[config.mk]
export PLATFORM = sky130hd
export DESIGN_NAME = regfile_block_xfer_seq
export DESIGN_NICKNAME = d
export VERILOG_FILES = /design/src/rtl/regfile_block_xfer_seq.sv
export SDC_FILE = /design/constraint.sdc
export NUM_CORES = 1
export LEC_CHECK = 0
export BUFFER_PORTS_ARGS = -buffer_cell sky130_fd_sc_hd__clkbuf_2
export CAP_MARGIN = 5
export CORE_MARGIN = 1.5
export CORE_UTILIZATION = 48
export DETAILED_ROUTE_END_ITERATION = 12
export PLACE_DENSITY = 0.74
export SYNTH_ARGS = -nofsm -noshare
export SYNTH_HDL_FRONTEND = slang
export SYNTH_SLANG_ARGS = --single-unit
[constraint.sdc]
create_clock -name clock -period 8.65 [get_ports clock]
set_input_delay 0.865 -clock clock [delete_from_list [all_inputs] [get_ports clock]]
set_output_delay 0.865 -clock clock [all_outputs]
set_load 0.05 [all_outputs]
[src/rtl/regfile_block_xfer_seq.sv]
// LDM/STM block-transfer sequencer: walks a 16-bit register list, issuing one memory
// word request per register and driving the register-file ports for loads and base writeback.
module regfile_block_xfer_seq #(
    parameter int DATA_W = 32,
    parameter int RNUM_W = 32
) (
    input  logic              clock,
    input  logic              reset,
    input  logic              start,
    input  logic              is_load,
    input  logic [15:0]       reg_list,
    input  logic [DATA_W-1:0] base_addr,
    input  logic [3:0]        base_reg,
    input  logic              up,
    input  logic              pre,
    input  logic              wback,
    output logic              busy,
    output logic              done,
    output logic [RNUM_W-1:0] rf_read_reg_num,
    input  logic [DATA_W-1:0] rf_read_data,
    output logic [RNUM_W-1:0] rf_write_reg,
    output logic [DATA_W-1:0] rf_write_data,
    output logic              rf_regwrite,
    output logic              mem_req,
    output logic              mem_we,
    output logic [DATA_W-1:0] mem_addr,
    output logic [DATA_W-1:0] mem_wdata,
    input  logic [DATA_W-1:0] mem_rdata,
    input  logic              mem_ack
);

    localparam logic [2:0] S_IDLE   = 3'd0;
    localparam logic [2:0] S_XFER   = 3'd1;
    localparam logic [2:0] S_LWR    = 3'd2;
    localparam logic [2:0] S_BASEWB = 3'd3;
    localparam logic [2:0] S_DONE   = 3'd4;

    logic [2:0]        r_state;
    logic [15:0]       r_mask;
    logic              r_is_load;
    logic              r_do_wb;
    logic [3:0]        r_base_reg;
    logic [DATA_W-1:0] r_addr;
    logic [DATA_W-1:0] r_wb_val;
    logic [DATA_W-1:0] r_ld_data;
    logic [3:0]        r_ld_reg;

    logic [4:0]        w_count;
    logic [DATA_W-1:0] w_span;
    logic [DATA_W-1:0] w_start_addr;
    logic [DATA_W-1:0] w_wb_val;
    logic [3:0]        w_cur;
    logic [15:0]       w_mask_next;

    always_comb begin
        w_count = 5'd0;
        for (int i = 0; i < 16; i++) begin
            w_count = w_count + {4'd0, reg_list[i]};
        end
        w_span = DATA_W'({w_count, 2'b00});
        case ({up, pre})
            2'b10:   w_start_addr = base_addr;
            2'b11:   w_start_addr = base_addr + DATA_W'(4);
            2'b00:   w_start_addr = base_addr - w_span + DATA_W'(4);
            default: w_start_addr = base_addr - w_span;
        endcase
        w_wb_val = up ? (base_addr + w_span) : (base_addr - w_span);
    end

    // Lowest remaining register is always the one at the current (lowest) address.
    always_comb begin
        w_cur = 4'd0;
        for (int i = 15; i >= 0; i--) begin
            if (r_mask[i]) w_cur = 4'(i);
        end
        w_mask_next = r_mask & ~(16'd1 << w_cur);
    end

    always_ff @(posedge clock) begin
        if (reset) begin
            r_state <= S_IDLE;
        end else begin
            case (r_state)
                S_IDLE: begin
                    if (start) r_state <= (w_count == 5'd0) ? S_DONE : S_XFER;
                end
                S_XFER: begin
                    if (mem_ack) begin
                        if (r_is_load)                r_state <= S_LWR;
                        else if (w_mask_next != 16'd0) r_state <= S_XFER;
                        else                          r_state <= r_do_wb ? S_BASEWB : S_DONE;
                    end
                end
                S_LWR: begin
                    if (r_mask != 16'd0) r_state <= S_XFER;
                    else                 r_state <= r_do_wb ? S_BASEWB : S_DONE;
                end
                S_BASEWB: r_state <= S_DONE;
                default:  r_state <= S_IDLE;
            endcase
        end
    end

    // Datapath holds no reset; every consumer is gated by r_state.
    always_ff @(posedge clock) begin
        if (r_state == S_IDLE && start) begin
            r_mask     <= reg_list;
            r_is_load  <= is_load;
            r_do_wb    <= wback & ~(is_load & reg_list[base_reg]);
            r_base_reg <= base_reg;
            r_addr     <= w_start_addr;
            r_wb_val   <= w_wb_val;
        end else if (r_state == S_XFER && mem_ack) begin
            r_mask    <= w_mask_next;
            r_addr    <= r_addr + DATA_W'(4);
            r_ld_data <= mem_rdata;
            r_ld_reg  <= w_cur;
        end
    end

    always_comb begin
        busy            = (r_state != S_IDLE);
        done            = (r_state == S_DONE);
        mem_req         = 1'b0;
        mem_we          = 1'b0;
        mem_addr        = '0;
        mem_wdata       = '0;
        rf_read_reg_num = '0;
        rf_write_reg    = '0;
        rf_write_data   = '0;
        rf_regwrite     = 1'b0;
        case (r_state)
            S_XFER: begin
                mem_req  = 1'b1;
                mem_we   = ~r_is_load;
                mem_addr = r_addr;
                if (!r_is_load) begin
                    rf_read_reg_num = {{(RNUM_W-4){1'b0}}, w_cur};
                    mem_wdata       = rf_read_data;
                end
            end
            S_LWR: begin
                rf_regwrite   = 1'b1;
                rf_write_reg  = {{(RNUM_W-4){1'b0}}, r_ld_reg};
                rf_write_data = r_ld_data;
            end
            S_BASEWB: begin
                rf_regwrite   = 1'b1;
                rf_write_reg  = {{(RNUM_W-4){1'b0}}, r_base_reg};
                rf_write_data = r_wb_val;
            end
            default: ;
        endcase
    end

endmodule
Yosys cells after proc, flatten, opt, wreduce, memory -nomap -nowiden
Index checks and enable logic that the tools add are counted.

cells by class
  $lt $le $gt $ge = 1
  shift operators = 1
  equality and inequality tests = 8
  bitwise operators = 7
  muxes and demuxes = 42
  reduce and logical (&&, ||, !) cells = 12
  add/subtract/negate cells = 20

operators with widths
  operator                                             number
  2-to-1 mux 32 bit                                    6
  adder 32 x 3 -> 32 bit, second input constant        3
  one-hot mux 32 bit (3 select lines)                  1
  2-to-1 mux 4 bit                                     18
  one-hot mux 32 bit (2 select lines)                  1
  adder 5 x 1 -> 5 bit                                 11
  adder 32 x 7 -> 32 bit                               1
  2-to-1 mux 16 bit                                    2
  nonzero test 16 bit                                  2
  subtractor 32 x 7 -> 32 bit                          1
  2-to-1 mux 3 bit                                     7
  AND 16 bit                                           1
  NOT 16 bit                                           1
  left shift 1 x 4 -> 16 bit, first input constant     1
  one-hot mux 3 bit (4 select lines)                   1
  one-hot mux 4 bit (2 select lines)                   1
  equality test 3 x 2 -> 1 bit, second input constant  2
  adder 4 x 1 -> 5 bit                                 1
  zero test 5 bit                                      1
  < comparator 4 x 5 -> 1 bit, second input constant   1
  adder 3 x 1 -> 4 bit                                 1
  binary-select mux 1 bit (select 4 bit)               1
  equality test 2 bit, second input constant           2
  2-to-1 mux 1 bit                                     4
  14 further kinds                                     20

storage, ports and cells
  register bits after elaboration = 125
  logic and storage cells = 100
  output and inout port bits = 165
  input port bits = 124

Logic depth before layout (Yosys ltp)
  word-level depth = 24
  gate-level depth with buffers = 26
  mapped depth without buffers = 24

Worst setup path after synthesis
OpenSTA, ideal clock, no wires.

  path kind = input to register
  from = in reg_list[5]
  to = reg r_addr[23], data pin
  cell stages on the path = 24
  path buffers = 1
  slack = 1.545 ns
  library setup time = 0.336 ns
  data required time = 8.314 ns
  data arrival time = 6.768 ns
  cells stage by stage = inv_1 fa_1 inv_1 fa_1 fa_1 inv_1 fa_1 inv_1 ha_1 inv_1 fa_1 xor2_1 inv_1 ha_1 and2b_1 a2111oi_4 buf_2 o21ai_0 a222oi_1 nand4_1 or4_1 or3_1 nand3_1 a31oi_1

between the ends
  word-level cells in the longest chain between the ends = 15

ends and longest elaborated chain
  element                                  RTL line  text
  from (decl)                              11        input logic [15:0] reg_list,
  adder 5 x 1 -> 5 bit (*) (11 in a row)   58        w_count = w_count + {4'd0, reg_list[i]};
  subtractor 32 x 7 -> 32 bit (*)          64, 65
  adder 32 x 3 -> 32 bit                   64        2'b00: w_start_addr = base_addr - w_span + DATA_W'(4);
  one-hot mux 32 bit (3 select lines) (*)  61        case ({up, pre})
  2-to-1 mux 32 bit (*)                    106       if (r_state == S_IDLE && start) begin
  to (signal assigned)                     111       r_addr <= w_start_addr;
  to (signal assigned)                     115       r_addr <= r_addr + DATA_W'(4);
  to (decl)                                43        logic [DATA_W-1:0] r_addr;

Every way passes the cells marked *; elsewhere a longest branch is shown, timed or not.
A chain may end at the register's enable or synchronous reset.

Final worst setup path
Same ends and word-level chain as after synthesis.

==> impl.org <==
** Detailed routing
- In the routed layout, each cell is associated on average with a via count of 5.97.
- Via count :: 10.5k
- Routed wire length :: 36100 microns
- First-pass iteration count of the detailed router :: 8
- Detail Route Antenna Nets :: 0
- In the final routed layout, each cell accounts on average for 20.5 microns.
- DRC errors left :: 0
- After the first detailed-routing iteration, the DRC count stood at 875.

** Clock tree
- # H-tree levels :: 4
- Cts hold-fix bufs :: 0
- In this run the clock root is driven by a sky130_fd_sc_hd__clkbuf_16.
- Post_cts resized :: 0
- The clock passes through at most 2 buffers.
- At the later pin of the worst-skew pair, clock insertion delay measures 0.43 ns.
- Buffers added to address setup during post-CTS repair amount to 0.
- CTS tree :: yes
- Clock-pin slew was measured on the worst setup and hold paths at 0.06 ns.
- TritonCTS Sinks :: 125
- Clock buffer count from CTS :: 17

** Power
- Ratio of total power to cell area :: 303 mW/mm^2
- Int Power :: 2000 uW
- The clock network burns 18.0% of the power.
- For this design the total switching power over the nets is 1840 uW.
- Max VDD drop :: 0.249 mV
- Combinational cells account for 53.2% of the total power.
- The analysis attributes to cell leakage a power of 0.00515 uW.
- Sequential group share of total power :: 28.9%
- Switching fraction of total power :: 48.0%
- Overall power consumption :: 3840 uW

** Floorplanning
- The die is 154 microns tall.
- For this configuration, the core starts out at a cell density of 48.7%.
- Measured along the x axis, the die boundary spans 154 microns.
- Die Area :: 0.0237 sq mm
- Number of rows created at floorplan :: 55
- 289 I/O pins were placed.
- Placeable core region :: 0.0225 sq mm

** Logic synthesis
- Top cell type's share of synthesized area :: 33.4%
- Fraction of synthesized cell area in xor and xnor cells :: 8.08%
- In the synthesized netlist, the number of instances is 1269.
- Post-synthesis cell area :: 0.0110 sq mm
- Cells taking the most area after synthesis :: sky130_fd_sc_hd__edfxtp_1 (33%), sky130_fd_sc_hd__xnor2_1 (4.7%), sky130_fd_sc_hd__and2_1 (4.2%)
- The synthesized design contains 122 enable-type register cells.
- Fraction of registers with async set or reset after synthesis :: 0%
- Leading cell type by number of instances after synthesis :: sky130_fd_sc_hd__edfxtp_1
- Number of different library cells in the post-synthesis netlist :: 79
- Cell accounting for the most synthesized area :: sky130_fd_sc_hd__edfxtp_1
- Synthesis warning total :: 0
- By count the netlist is led by sky130_fd_sc_hd__edfxtp_1 (122), sky130_fd_sc_hd__nor2_1 (121), sky130_fd_sc_hd__nand2_1 (105).
- Measured against the total synthesized area, the mux share comes to 5.17%.
- After Yosys synthesis, full adders, half adders and majority gates account for 4.59% of the synthesized area.
- After synthesis the netlist holds a flip-flop and latch count of 125.
- Mapped Avg Cell Area :: 8.63 sq um
- Of the synthesized area, sequential elements account for 34.0%.
- Among all flip-flop cells after synthesis, the most frequent one is sky130_fd_sc_hd__edfxtp_1.
- Summing the areas of all compound-gate instances in the mapped netlist gives 15.4% of the synthesized area.
- Of the total synthesized cell area, the portion taken by AND, OR, NAND and NOR gates is 24.1%.
- Largest family of logic cells by synthesized area :: simple AND/OR/NAND/NOR gates

** Timing
- The number of endpoints with negative hold slack in the final report is 0.
- The worst pin sits at a relative slew slack of 37.9%.
- Total setup violations reported at the end of the flow :: 0
- Period utilization :: 86.4%
- Summed over all failing endpoints, the final setup total negative slack is 0 ns.
- Unrepaired setup endpoints after global routing :: false
- The clock arrives with 0.0121 ns of skew.
- Final critical-path required period :: 7.47 ns
- For the pin with the worst max-slew slack, the measured transition is 0.932 ns.
- Final worst-path setup slack :: 1.18 ns
- Number of max-slew violations in the final report :: 0
- Static timing analysis puts the maximum clock frequency at 134 MHz.

** Min path
- Class of the most critical hold timing path :: flip-flop to flip-flop

** Place
- Placed inst area :: 0.0121 sq mm
- Half-perimeter wire length of the detailed placement result :: 27600 microns
- The count of buffers added on input and output ports is 232.
- After detailed placement, the design holds a cell count of 1726.
- Placement Setup Slack :: 0.873 ns
- Routability-driven placement finished with a final weighted congestion of 0.971.

** Layout
- Cells with a size suffix above 1 make up 21.2% of the layout.
- For this run, the post-layout net count is 1617.
- Layout overhead on the synthesized area :: 15.6%
- Once layout is done, the placed cells without fillers occupy 0.0127 sq mm.
- Count of placed standard cells in the final layout, fillers left out :: 1760
- Filler cell count :: 2125
- Leading registers by flop count :: r_addr x32, r_ld_data x32, r_wb_val x32

** GRT
- Antenna violations before repair :: 3
- Number of global-route vias before repair :: 9894
- For this run the aggregate overflow at the end of global routing stands at 0.
- First-pass GRT wire length :: 55000 microns
- Global routing used 30.2% of the available tracks across all layers.
- Pin count of the biggest net entering global routing :: 58

** Worst setup path
- In this run the worst path has a maximum fanout of 12.
- STA puts the critical path data required time at 8.78 ns.
- The worst setup path is launched from an input port.
- Signal arrival time at the worst endpoint :: 7.60 ns
- The worst setup path is of the input port to flip-flop kind.
- The worst setup path is captured at a flip-flop.

** Run
- # Max-Cap Violations :: 0

** Run status
- The flow ran to the end, and the final reports show no timing, DRC or antenna violations.
[worst max-delay path, cell delays in order]
cell and delay, ns:
sky130_fd_sc_hd__clkbuf_2 0.12, sky130_fd_sc_hd__inv_1 0.06, sky130_fd_sc_hd__fa_1 0.55, sky130_fd_sc_hd__inv_1 0.05, sky130_fd_sc_hd__fa_1 0.46, sky130_fd_sc_hd__fa_1 0.53
sky130_fd_sc_hd__inv_1 0.05, sky130_fd_sc_hd__fa_1 0.43, sky130_fd_sc_hd__inv_1 0.07, sky130_fd_sc_hd__ha_1 0.16, sky130_fd_sc_hd__inv_1 0.05, sky130_fd_sc_hd__fa_1 0.40
sky130_fd_sc_hd__xor2_1 0.22, sky130_fd_sc_hd__inv_1 0.08, sky130_fd_sc_hd__ha_1 0.34, sky130_fd_sc_hd__and2b_1 0.22, sky130_fd_sc_hd__a2111oi_4 0.63, sky130_fd_sc_hd__buf_4 0.28
sky130_fd_sc_hd__o21ai_0 0.12, sky130_fd_sc_hd__a222oi_1 0.49, sky130_fd_sc_hd__nand4_1 0.16, sky130_fd_sc_hd__buf_4 0.20, sky130_fd_sc_hd__or4_1 0.47, sky130_fd_sc_hd__or3_1 0.39
sky130_fd_sc_hd__nand3_1 0.09, sky130_fd_sc_hd__a31oi_1 0.09
[power groups by stage]
stage               registers (uW)  logic, uW  clock network [uW]
floorplan                     1050       1570                   0
global placement              1120       2000                   0
detailed placement            1120       2030                   0
CTS                           1110       2040                 696
global route                  1130       2220                 723
finish                        1110       2040                 690
[final timing paths]
kind / startpoint / endpoint / slack [ns] / cells after the start
min: r_do_wb$_DFFE_PP_ / r_state[2]$_SDFFE_PP0P_ / 0.58 / 1
min reg2reg: r_do_wb$_DFFE_PP_ / r_state[2]$_SDFFE_PP0P_ / 0.58 / 1
max: reg_list[5] / r_addr[23]$_DFFE_PP_ / 1.18 / 26
max reg2reg: r_state[0]$_SDFFE_PP0P_ / r_addr[21]$_DFFE_PP_ / 5.19 / 6
[layout make-up]
class                   count  area [sq um]  area share (%)
repair buffers            252          1310            10.4
clock buffers              21           450            3.56
diodes                      2          5.00          0.0395
multi-input cells        1005          6490            51.3
inverters                  59           221            1.75
well taps                 285           357            2.82
flip-flops and latches    125          3720            29.4
clock inverters            11          97.6           0.771
[routing by layer]
layer  up-vias  global-route usage [%]  share of wire (%)
li1       4837                       -                  -
met3       114                    6.06                7.7
met4         2                    18.0                5.6
met2       540                    53.6                 50
met5         -                       0              0.036
met1      5011                    33.5                 37
[cell usage in the layout (no fill, tap or decap), types with 14 or more instances in the layout]
master	netlist	final
sky130_fd_sc_hd__nor4_1	16	16
sky130_fd_sc_hd__nand3_1	43	43
sky130_fd_sc_hd__a211oi_1	17	17
sky130_fd_sc_hd__mux2i_1	42	42
sky130_fd_sc_hd__nor2_1	121	121
sky130_fd_sc_hd__or3_1	24	24
sky130_fd_sc_hd__conb_1	1	56
sky130_fd_sc_hd__nor3_1	30	30
sky130_fd_sc_hd__or4_1	14	14
sky130_fd_sc_hd__xor2_1	42	42
sky130_fd_sc_hd__clkbuf_2	0	232
sky130_fd_sc_hd__and3_1	19	19
sky130_fd_sc_hd__xnor2_1	59	59
sky130_fd_sc_hd__inv_1	58	57
sky130_fd_sc_hd__a31oi_1	15	15
sky130_fd_sc_hd__a21oi_1	57	57
sky130_fd_sc_hd__nand2_1	105	105
sky130_fd_sc_hd__nand4_1	23	23
sky130_fd_sc_hd__buf_4	56	20
sky130_fd_sc_hd__and2_1	74	73
sky130_fd_sc_hd__o21ai_0	46	46
sky130_fd_sc_hd__ha_1	21	21
sky130_fd_sc_hd__edfxtp_1	122	122
sky130_fd_sc_hd__clkbuf_16	0	17
[stage by stage]
step | utilization (%) | hold slack (ns)
finish | 56.3 | 0.580
detailed placement | 53.8 | 0.571
global placement | 53.8 | 0.579
global route | 56.3 | 0.598
CTS | 56.2 | 0.579
floorplan | - | 0.500
[logic make-up after synthesis]
kind of cell,after synthesis
multiplexers,50
AO/OA/AOI/OAI,250
AND/OR/NAND/NOR,515
buffers and inverters,194
flip-flops,125
XOR/XNOR,101
adder cells (fa/ha/maj),33
other,1
(Power assumes the default switching activity.)
